<file path="src/rtl/chan_mux_pkg.sv">
// Shared definitions for the impulse-counter channel selector:
// the "no channel" code, scan FSM encoding and selection-code validity test.
package chan_mux_pkg;

  localparam int unsigned SEL_NONE = 0;

  typedef enum logic {
    MANUAL = 1'b0,
    SCAN   = 1'b1
  } scan_state_e;

  // True when a code addresses a real channel (1..num_ch).
  function automatic logic code_valid(input int unsigned code, input int unsigned num_ch);
    return (code >= 1) && (code <= num_ch);
  endfunction

endpackage

</file>
<file path="src/rtl/sync_2ff.sv">
// Single-bit two-flop synchroniser for an asynchronous impulse input.
module sync_2ff (
  input  logic clk,
  input  logic rst_n,
  input  logic i_d,
  output logic o_q
);

  logic r_meta;
  logic r_sync;

  // NOTE: sequential state always uses non-blocking assignments so that every
  // flop samples the pre-edge value; blocking here would collapse both stages.
  always_ff @(posedge clk or negedge rst_n) begin
    if (!rst_n) begin
      r_meta <= 1'b0;
      r_sync <= 1'b0;
    end else begin
      r_meta <= i_d;
      r_sync <= r_meta;
    end
  end

  assign o_q = r_sync;

endmodule

</file>
<file path="src/rtl/channel_scan_mux.sv">
// Registered channel selector: synchronises NUM_CH impulse inputs and routes one,
// chosen by load or round-robin scan, to data_out with a rising-edge pulse.
module channel_scan_mux
  import chan_mux_pkg::*;
#(
  parameter int unsigned NUM_CH  = 9,
  parameter int unsigned SEL_W   = 4,
  parameter int unsigned DWELL_W = 16
) (
  input  logic               clk,
  input  logic               rst_n,
  input  logic               ena,
  input  logic [NUM_CH-1:0]  data_in,
  input  logic [SEL_W-1:0]   sel_in,
  input  logic               sel_load,
  input  logic               scan_en,
  input  logic [DWELL_W-1:0] dwell,
  output logic               data_out,
  output logic               pulse_out,
  output logic [SEL_W-1:0]   cur_sel,
  output logic               sel_err
);

  logic [NUM_CH-1:0]  w_sync;
  logic               w_sel_bit;
  logic               w_load_valid;
  logic [DWELL_W-1:0] w_dwell_last;
  logic               w_dwell_done;
  logic [SEL_W-1:0]   w_adv_sel;
  logic [SEL_W-1:0]   w_cur_sel_nxt;
  logic [DWELL_W-1:0] w_cnt_nxt;
  logic               w_sel_err_nxt;
  scan_state_e        w_state_nxt;

  scan_state_e        r_state;
  logic [SEL_W-1:0]   r_cur_sel;
  logic [SEL_W-1:0]   r_cur_sel_d;
  logic [DWELL_W-1:0] r_dwell_cnt;
  logic               r_sel_err;
  logic               r_data_out;
  logic               r_pulse;

  // Synchronisers are free-running; ena only gates the selection logic.
  for (genvar g = 0; g < NUM_CH; g++) begin : g_sync
    sync_2ff u_sync (
      .clk   (clk),
      .rst_n (rst_n),
      .i_d   (data_in[g]),
      .o_q   (w_sync[g])
    );
  end

  // Code 0 (and anything out of range) selects a constant 0.
  always_comb begin
    w_sel_bit = 1'b0;
    for (int i = 0; i < NUM_CH; i++) begin
      if (r_cur_sel == SEL_W'(i + 1)) w_sel_bit = w_sync[i];
    end
  end

  // Code 0 is loadable ("no channel"); only codes above NUM_CH are rejected.
  assign w_load_valid = (sel_in == SEL_W'(SEL_NONE)) || code_valid(32'(sel_in), NUM_CH);
  assign w_dwell_last = (dwell == '0) ? '0 : dwell - 1'b1;
  assign w_dwell_done = (r_dwell_cnt >= w_dwell_last);
  assign w_adv_sel    = ((r_cur_sel == SEL_W'(SEL_NONE)) || (r_cur_sel >= SEL_W'(NUM_CH)))
                        ? SEL_W'(1) : r_cur_sel + 1'b1;

  always_comb begin
    w_state_nxt = r_state;
    if (ena) begin
      case (r_state)
        MANUAL:  if (scan_en)  w_state_nxt = SCAN;
        SCAN:    if (!scan_en) w_state_nxt = MANUAL;
        default: w_state_nxt = MANUAL;
      endcase
    end
  end

  // NOTE: every signal driven here gets a default first, so no path leaves it
  // unassigned and no latch is inferred.
  always_comb begin
    w_cur_sel_nxt = r_cur_sel;
    w_cnt_nxt     = r_dwell_cnt;
    w_sel_err_nxt = 1'b0;
    if (ena) begin
      // Holding the counter at 0 in MANUAL gives the clear on entry to SCAN.
      if (r_state == MANUAL) begin
        w_cnt_nxt = '0;
      end else if (w_dwell_done) begin
        w_cnt_nxt     = '0;
        w_cur_sel_nxt = w_adv_sel;
      end else begin
        w_cnt_nxt = r_dwell_cnt + 1'b1;
      end
      // A valid load overrides any advance; a rejected one leaves the scan alone.
      if (sel_load) begin
        if (w_load_valid) begin
          w_cur_sel_nxt = sel_in;
          w_cnt_nxt     = '0;
        end else begin
          w_sel_err_nxt = 1'b1;
        end
      end
    end
  end

  always_ff @(posedge clk or negedge rst_n) begin
    if (!rst_n) begin
      r_state     <= MANUAL;
      r_cur_sel   <= SEL_W'(SEL_NONE);
      r_cur_sel_d <= SEL_W'(SEL_NONE);
      r_dwell_cnt <= '0;
      r_sel_err   <= 1'b0;
      r_data_out  <= 1'b0;
      r_pulse     <= 1'b0;
    end else begin
      r_state     <= w_state_nxt;
      r_cur_sel   <= w_cur_sel_nxt;
      r_cur_sel_d <= r_cur_sel;
      r_dwell_cnt <= w_cnt_nxt;
      r_sel_err   <= w_sel_err_nxt;
      if (ena) r_data_out <= w_sel_bit;
      // Comparing against the delayed selection masks the edge a switch would fake.
      r_pulse     <= ena & w_sel_bit & ~r_data_out & (r_cur_sel == r_cur_sel_d);
    end
  end

  assign data_out  = r_data_out;
  assign pulse_out = r_pulse;
  assign cur_sel   = r_cur_sel;
  assign sel_err   = r_sel_err;

endmodule

</file>
<file path="config.mk">
export PLATFORM = sky130hd
export DESIGN_NAME = channel_scan_mux
export DESIGN_NICKNAME = d
export VERILOG_FILES = /design/src/rtl/chan_mux_pkg.sv /design/src/rtl/sync_2ff.sv /design/src/rtl/channel_scan_mux.sv
export SDC_FILE = /design/constraint.sdc
export NUM_CORES = 1
export LEC_CHECK = 0
export BUFFER_PORTS_ARGS = -buffer_cell sky130_fd_sc_hd__buf_2
export CORE_ASPECT_RATIO = 0.9
export CORE_MARGIN = 8
export CORE_UTILIZATION = 49
export CTS_BUF_LIST = sky130_fd_sc_hd__clkbuf_2
export DETAILED_ROUTE_END_ITERATION = 16
export GPL_ROUTABILITY_DRIVEN = 0
export PLACE_DENSITY = 0.68
export SETUP_SLACK_MARGIN = 0.4
export SKIP_CTS_REPAIR_TIMING = 1
export SYNTH_ARGS = -nofsm -noshare
export SYNTH_HDL_FRONTEND = slang
export SYNTH_SLANG_ARGS = --single-unit
</file>
<file path="constraint.sdc">
create_clock -name clk -period 6.7 [get_ports clk]
set_clock_uncertainty 0.2 [all_clocks]
set_input_delay 0.335 -clock clk [delete_from_list [all_inputs] [get_ports clk]]
set_output_delay 0.335 -clock clk [all_outputs]
set_load 0.03 [all_outputs]
</file>
# Word level (Yosys, flattened, before mapping)
# Index checks and enable logic that the tools add are counted.
word_totals:
  in_bits: 34
  out_inout_bits: 7
  reg_bits: 46
classes:
  n_reduce_logical: 6
  addsub: 3
  bitwise: 4
  n_mux: 23
  n_eq_ne: 10
  magnitude_cmp: 4
ops:
  columns: ["operator", "count"]
  rows:
  - ["2-to-1 mux 16 bit", 5]
  - ["2-to-1 mux 4 bit", 5]
  - ["adder 16 x 1 -> 16 bit (second input constant)", 1]
  - ["== test 4 x 3 -> 1 bit (second input constant)", 4]
  - ["greater-or-equal comparator 16 bit", 1]
  - ["zero test 16 bit", 1]
  - ["subtractor 16 x 1 -> 16 bit (second input constant)", 1]
  - ["2-to-1 mux 1 bit", 13]
  - ["== test 4 x 2 -> 1 bit (second input constant)", 2]
  - ["== test 4 bit (second input constant)", 2]
  - ["zero test 4 bit", 2]
  - ["adder 4 x 1 -> 4 bit (second input constant)", 1]
  - ["== test 4 x 1 -> 1 bit (second input constant)", 1]
  - ["== test 4 bit", 1]
  - ["greater-or-equal comparator 4 x 1 -> 1 bit (second input constant)", 1]
  - ["greater-or-equal comparator 4 bit (second input constant)", 1]
  - ["<= comparator 4 bit (second input constant)", 1]
  - ["AND 1 bit", 3]
  - ["logical OR 1 bit", 2]
  - ["logical AND 1 bit", 1]
  - ["NOT 1 bit", 1]

# Logic depth before layout (Yosys ltp)
depth:
  depth_word: 13
  depth_mapped: 16
  ltp_nobuf: 13

# Cells and area by module
# Synthesis repeated with hierarchy kept, for this count alone.
unflattened:
  hier_cells: 299
  area_unflattened_um2: 2821.5
modules_own_cells:
  columns: ["module", "instances", "cells_per_inst", "area_per_inst_um2", "seq_area_each_um2"]
  rows:
  - ["channel_scan_mux", 1, 281, 2371.0, 700.7]
  - ["sync_2ff", 9, 2, 50.0, 50.0]

# Worst setup path before layout
# Ideal clock, no wire load.
synth_path:
  path_type: "in2reg"
  start: "input port dwell[6]"
  end: "register r_dwell_cnt[3]"
  path_buffers: 2
  setup_slack_ns: 3.156
  path_stages: 14
  arrival_time_ns: 3.218
  required_time_ns: 6.374
  cell_sequence: "or4_4 nor4_4 nand2b_2 or3_1 nor3b_1 a21oi_1 ha_1 nand4_1 a211oi_1 a211o_1 buf_2 buf_2 nor3_1 a221o_1"
synth_via:
  elab_chain_len: 7
  elab_cells_between_ends: 8
  classes_between: "add/sub: 1; order compare: 1; mux: 5; reduce/logical: 1"
synth_lines:
  columns: ["item", "line_no", "text"]
  rows:
  - ["from (decl)", "channel_scan_mux.sv:17", "input logic [DWELL_W-1:0] dwell,"]
  - ["subtractor 16 x 1 -> 16 bit or zero test 16 bit (tied branches)", "channel_scan_mux.sv:63", "assign w_dwell_last = (dwell == '0) ? '0 : dwell - 1'b1;"]
  - ["2-to-1 mux 16 bit (*)", "channel_scan_mux.sv:63", null]
  - ["greater-or-equal comparator 16 bit (*)", "channel_scan_mux.sv:64", "assign w_dwell_done = (r_dwell_cnt >= w_dwell_last);"]
  - ["2-to-1 mux 16 bit (*)", "channel_scan_mux.sv:89", "end else if (w_dwell_done) begin"]
  - ["2-to-1 mux 16 bit (*)", "channel_scan_mux.sv:87", "if (r_state == MANUAL) begin"]
  - ["2-to-1 mux 16 bit", "channel_scan_mux.sv:97", "if (w_load_valid) begin"]
  - ["2-to-1 mux 16 bit (*)", "channel_scan_mux.sv:96", "if (sel_load) begin"]
  - ["to (signal assigned)", "channel_scan_mux.sv:120", "r_dwell_cnt <= w_cnt_nxt;"]
  - ["to (decl)", "channel_scan_mux.sv:38", "logic [DWELL_W-1:0] r_dwell_cnt;"]
# Every way passes the cells marked *; elsewhere a longest branch is shown, timed or not.
# A chain may end at the register's enable or synchronous reset.

# Worst setup path in the final report
# Ends and elaborated chain as after synthesis.

==> impl_metrics.env <==
export IMPL_run_status="finished clean"
export IMPL_tns_ns=0
export IMPL_dr_pass1_iters=7
export IMPL_seq_area_frac_synth=0.4107
export IMPL_arrival_ns=3.95
export IMPL_pwr_share_clk=0.256
export IMPL_worstReg2RegStart="r_dwell_cnt[5]"
export IMPL_root_buffer="clkbuf_2"
export IMPL_drive_gt1_frac=0.1594
export IMPL_clkLatencyLatePin_ns=0.43
export IMPL_via_per_inst=5.470
export IMPL_synth_area_mm2=0.002803
export IMPL_synth_cell_type_count=46
export IMPL_fillers=517
export IMPL_start_kind="primary input"
export IMPL_detailed_place_hpwl_mm=4.504
export IMPL_die_h_um=87.75
export IMPL_critPathRequiredTime_ns=6.84
export IMPL_period_minus_slack_ns=3.801
export IMPL_nNetsFinal=401
export IMPL_power_switching_uw=186.8
export IMPL_syn_inst=294
export IMPL_startpoint="dwell[6]"
export IMPL_vias=2270
export IMPL_syn_avg_cell_area_um2=9.533
export IMPL_grt_usage=0.1501
export IMPL_finalCritPeriodShare=0.5674
export IMPL_reg2regPathDepth=7
export IMPL_peakVddDrop_mv=0.1618
export IMPL_min_path_type="primary input to register"
export IMPL_switching_share=0.3091
export IMPL_final_antenna_net_count=0
export IMPL_intPower_uw=417.5
export IMPL_drv_cap=0
export IMPL_end_kind="register"
export IMPL_h_tree_depth=2
export IMPL_crit_fanout=28
export IMPL_syn_nets=351
export IMPL_synth_edf_count=0
export IMPL_r2r_slack_ns=3.80
export IMPL_hold_violations=0
export IMPL_comb_power_share=0.218
export IMPL_clkTransAtPathRegs_ns=0.22
export IMPL_p_leak_uw=0.001498
export IMPL_powerDensity_mw_per_mm2=186.0
export IMPL_fp_dieW_um=95.72
export IMPL_clock_path_buffers=2
export IMPL_grt_pass1_wl_mm=10.05
export IMPL_mostFrequentLayoutCell="dfrtp_1"
export IMPL_antenna_found_initial=0
export IMPL_design_core_area_mm2=0.005595
export IMPL_final_cell_mix="dfrtp_1 (46), buf_2 (40), nand2_1 (39)"
export IMPL_rsz0062_at_grt="false"
export IMPL_cts_made_buffers=5
export IMPL_wl_per_cell_um=14.81
export IMPL_io_buffers=40
export IMPL_grt_max_degree=47
export IMPL_die_area_mm2=0.008399
export IMPL_antennaDiodeCount=0
export IMPL_synthArstFlopShare=1.000
export IMPL_drt_iter0_drc=179
export IMPL_clock_sinks=46
export IMPL_wl_mm=6.148
export IMPL_worst_pin_slew_ns=0.9832
export IMPL_criticalPathCategory="primary input to register"
export IMPL_synthFlopType="dfrtp_1"
export IMPL_cts_tree="done"
export IMPL_synthToLayoutAreaGrowth_pct=15.94
export IMPL_finalSetupViolations=0
export IMPL_grt_pass1_vias=2085
export IMPL_endpoint="r_dwell_cnt[3]"
export IMPL_grt_ovfl_total=0
export IMPL_p_total_uw=604.3
export IMPL_drv_slew=0
export IMPL_timing_fmax_mhz=263.1
export IMPL_yosysWarningCount=0
export IMPL_drc=0
export IMPL_ys_ff_latch=46
export IMPL_start_util=0.5009
export IMPL_io_pin_count=41
export IMPL_rows=26
export IMPL_maxSlewHeadroom=0.3445
export IMPL_reg2reg_to="r_dwell_cnt[3]"
export IMPL_pwr_share_seq=0.526
## cell usage after synthesis (5+ instances only)
| library cell | instances | area, um2 |
|---|---|---|
| dfrtp_1 | 46 | 1151 |
| nand2_1 | 39 | 146.4 |
| ha_1 | 23 | 287.8 |
| nor2_1 | 15 | 56.30 |
| a21oi_1 | 14 | 70.07 |
| nor3_1 | 12 | 60.06 |
| inv_1 | 9 | 33.78 |
| o21a_1 | 9 | 67.56 |
| o21ai_0 | 9 | 45.04 |
| xor2_1 | 9 | 78.83 |
| nand3_1 | 8 | 40.04 |
| xnor2_1 | 8 | 70.07 |
| clkbuf_1 | 7 | 26.28 |
| nor3b_1 | 7 | 52.55 |
| nor4_1 | 7 | 43.79 |
| o311ai_0 | 6 | 52.55 |
| and3_1 | 5 | 31.28 |
| nand2b_1 | 5 | 31.28 |
## stage by stage
step | hold slack (ns) | worst slack [ns] | instances | utilization | cell area [um2]
after global routing | 0.06735 | 2.593 | 415 | 0.5807 | 3249
after CTS | -0.2286 | 2.890 | 402 | 0.5575 | 3119
after global placement | 0.1325 | 2.546 | 394 | 0.5449 | 3049
after detailed placement | 0.1355 | 2.398 | 394 | 0.5449 | 3049
final | 0.04901 | 2.899 | 415 | 0.5807 | 3249
after floorplan | -0.1606 | 3.156 | 294 | - | 2803
## metal layers
layer	vias up	GRT usage	part of all wire
met5	-	0	0
met4	0	0.04184	0.0096
met3	7	0.03428	0.053
met2	52	0.2130	0.43
met1	1038	0.2202	0.50
li1	1173	-	-
## cell type report
type,count,area (um2),share of cell area
multi-input cells,228,1573,0.4840
flip-flops and latches,46,1151,0.3543
repair buffers,53,330.3,0.1017
well taps,70,87.58,0.02695
clock inverters,3,45.04,0.01386
inverters,10,37.54,0.01155
clock buffers,5,25.02,0.007701
## kinds of logic (layout without fill, tap and decap cells)
logic type      Yosys count  count (layout)  synth area share
simple gates            118             118            0.2196
compound gates           63              63            0.1554
buf+inv                  20              71           0.02812
xor+xnor                 17              17           0.05313
mux                       7               7           0.03036
flops                    46              46            0.4107
fa+ha+maj                23              23            0.1027
## power by group through the flow
stage	sequential, uW	clock [uW]	combinational [uW]
2_1_floorplan	327	0	75.2
3_3_place_gp	322	0	123
3_5_place_dp	324	0	126
4_1_cts	318	159	127
5_1_grt	321	170	147
6_report	318	155	132
## worst min path at each step
| stage | slack, ns | to | depth (start not counted) | start |
|---|---|---|---|---|
| after floorplan | -0.16 | cur_sel[0] | 0 | rst_n |
| after CTS | -0.23 | g_sync[6].u_sync.r_meta | 1 | data_in[6] |
| after global routing | 0.07 | cur_sel[3] | 4 | sel_in[1] |
| after global placement | 0.13 | g_sync[0].u_sync.o_q | 0 | g_sync[0].u_sync.r_meta |
| after detailed placement | 0.14 | g_sync[2].u_sync.o_q | 0 | g_sync[2].u_sync.r_meta |
| final | 0.05 | cur_sel[3] | 4 | sel_in[1] |
## critical path, cell delays in order
cell      delay, ns
buf_2          0.13
or4_4          0.57
nor4_4         0.18
nand2b_2       0.10
or3_1          0.37
nor3b_1        0.18
a21oi_1        0.07
ha_1           0.32
nand4_1        0.12
a211oi_1       0.28
a211o_1        0.71
nor2_1         0.22
a221o_1        0.34
## registers in the layout, indices dropped and copies added (netlist names)
signal and cells:
cur_sel 4, data_out 1, g_sync.u_sync.o_q 9, g_sync.u_sync.r_meta 9
pulse_out 1, r_cur_sel_d 4, r_dwell_cnt 16, r_state 1
sel_err 1
No activity file was read; power rests on OpenSTA's default activity.
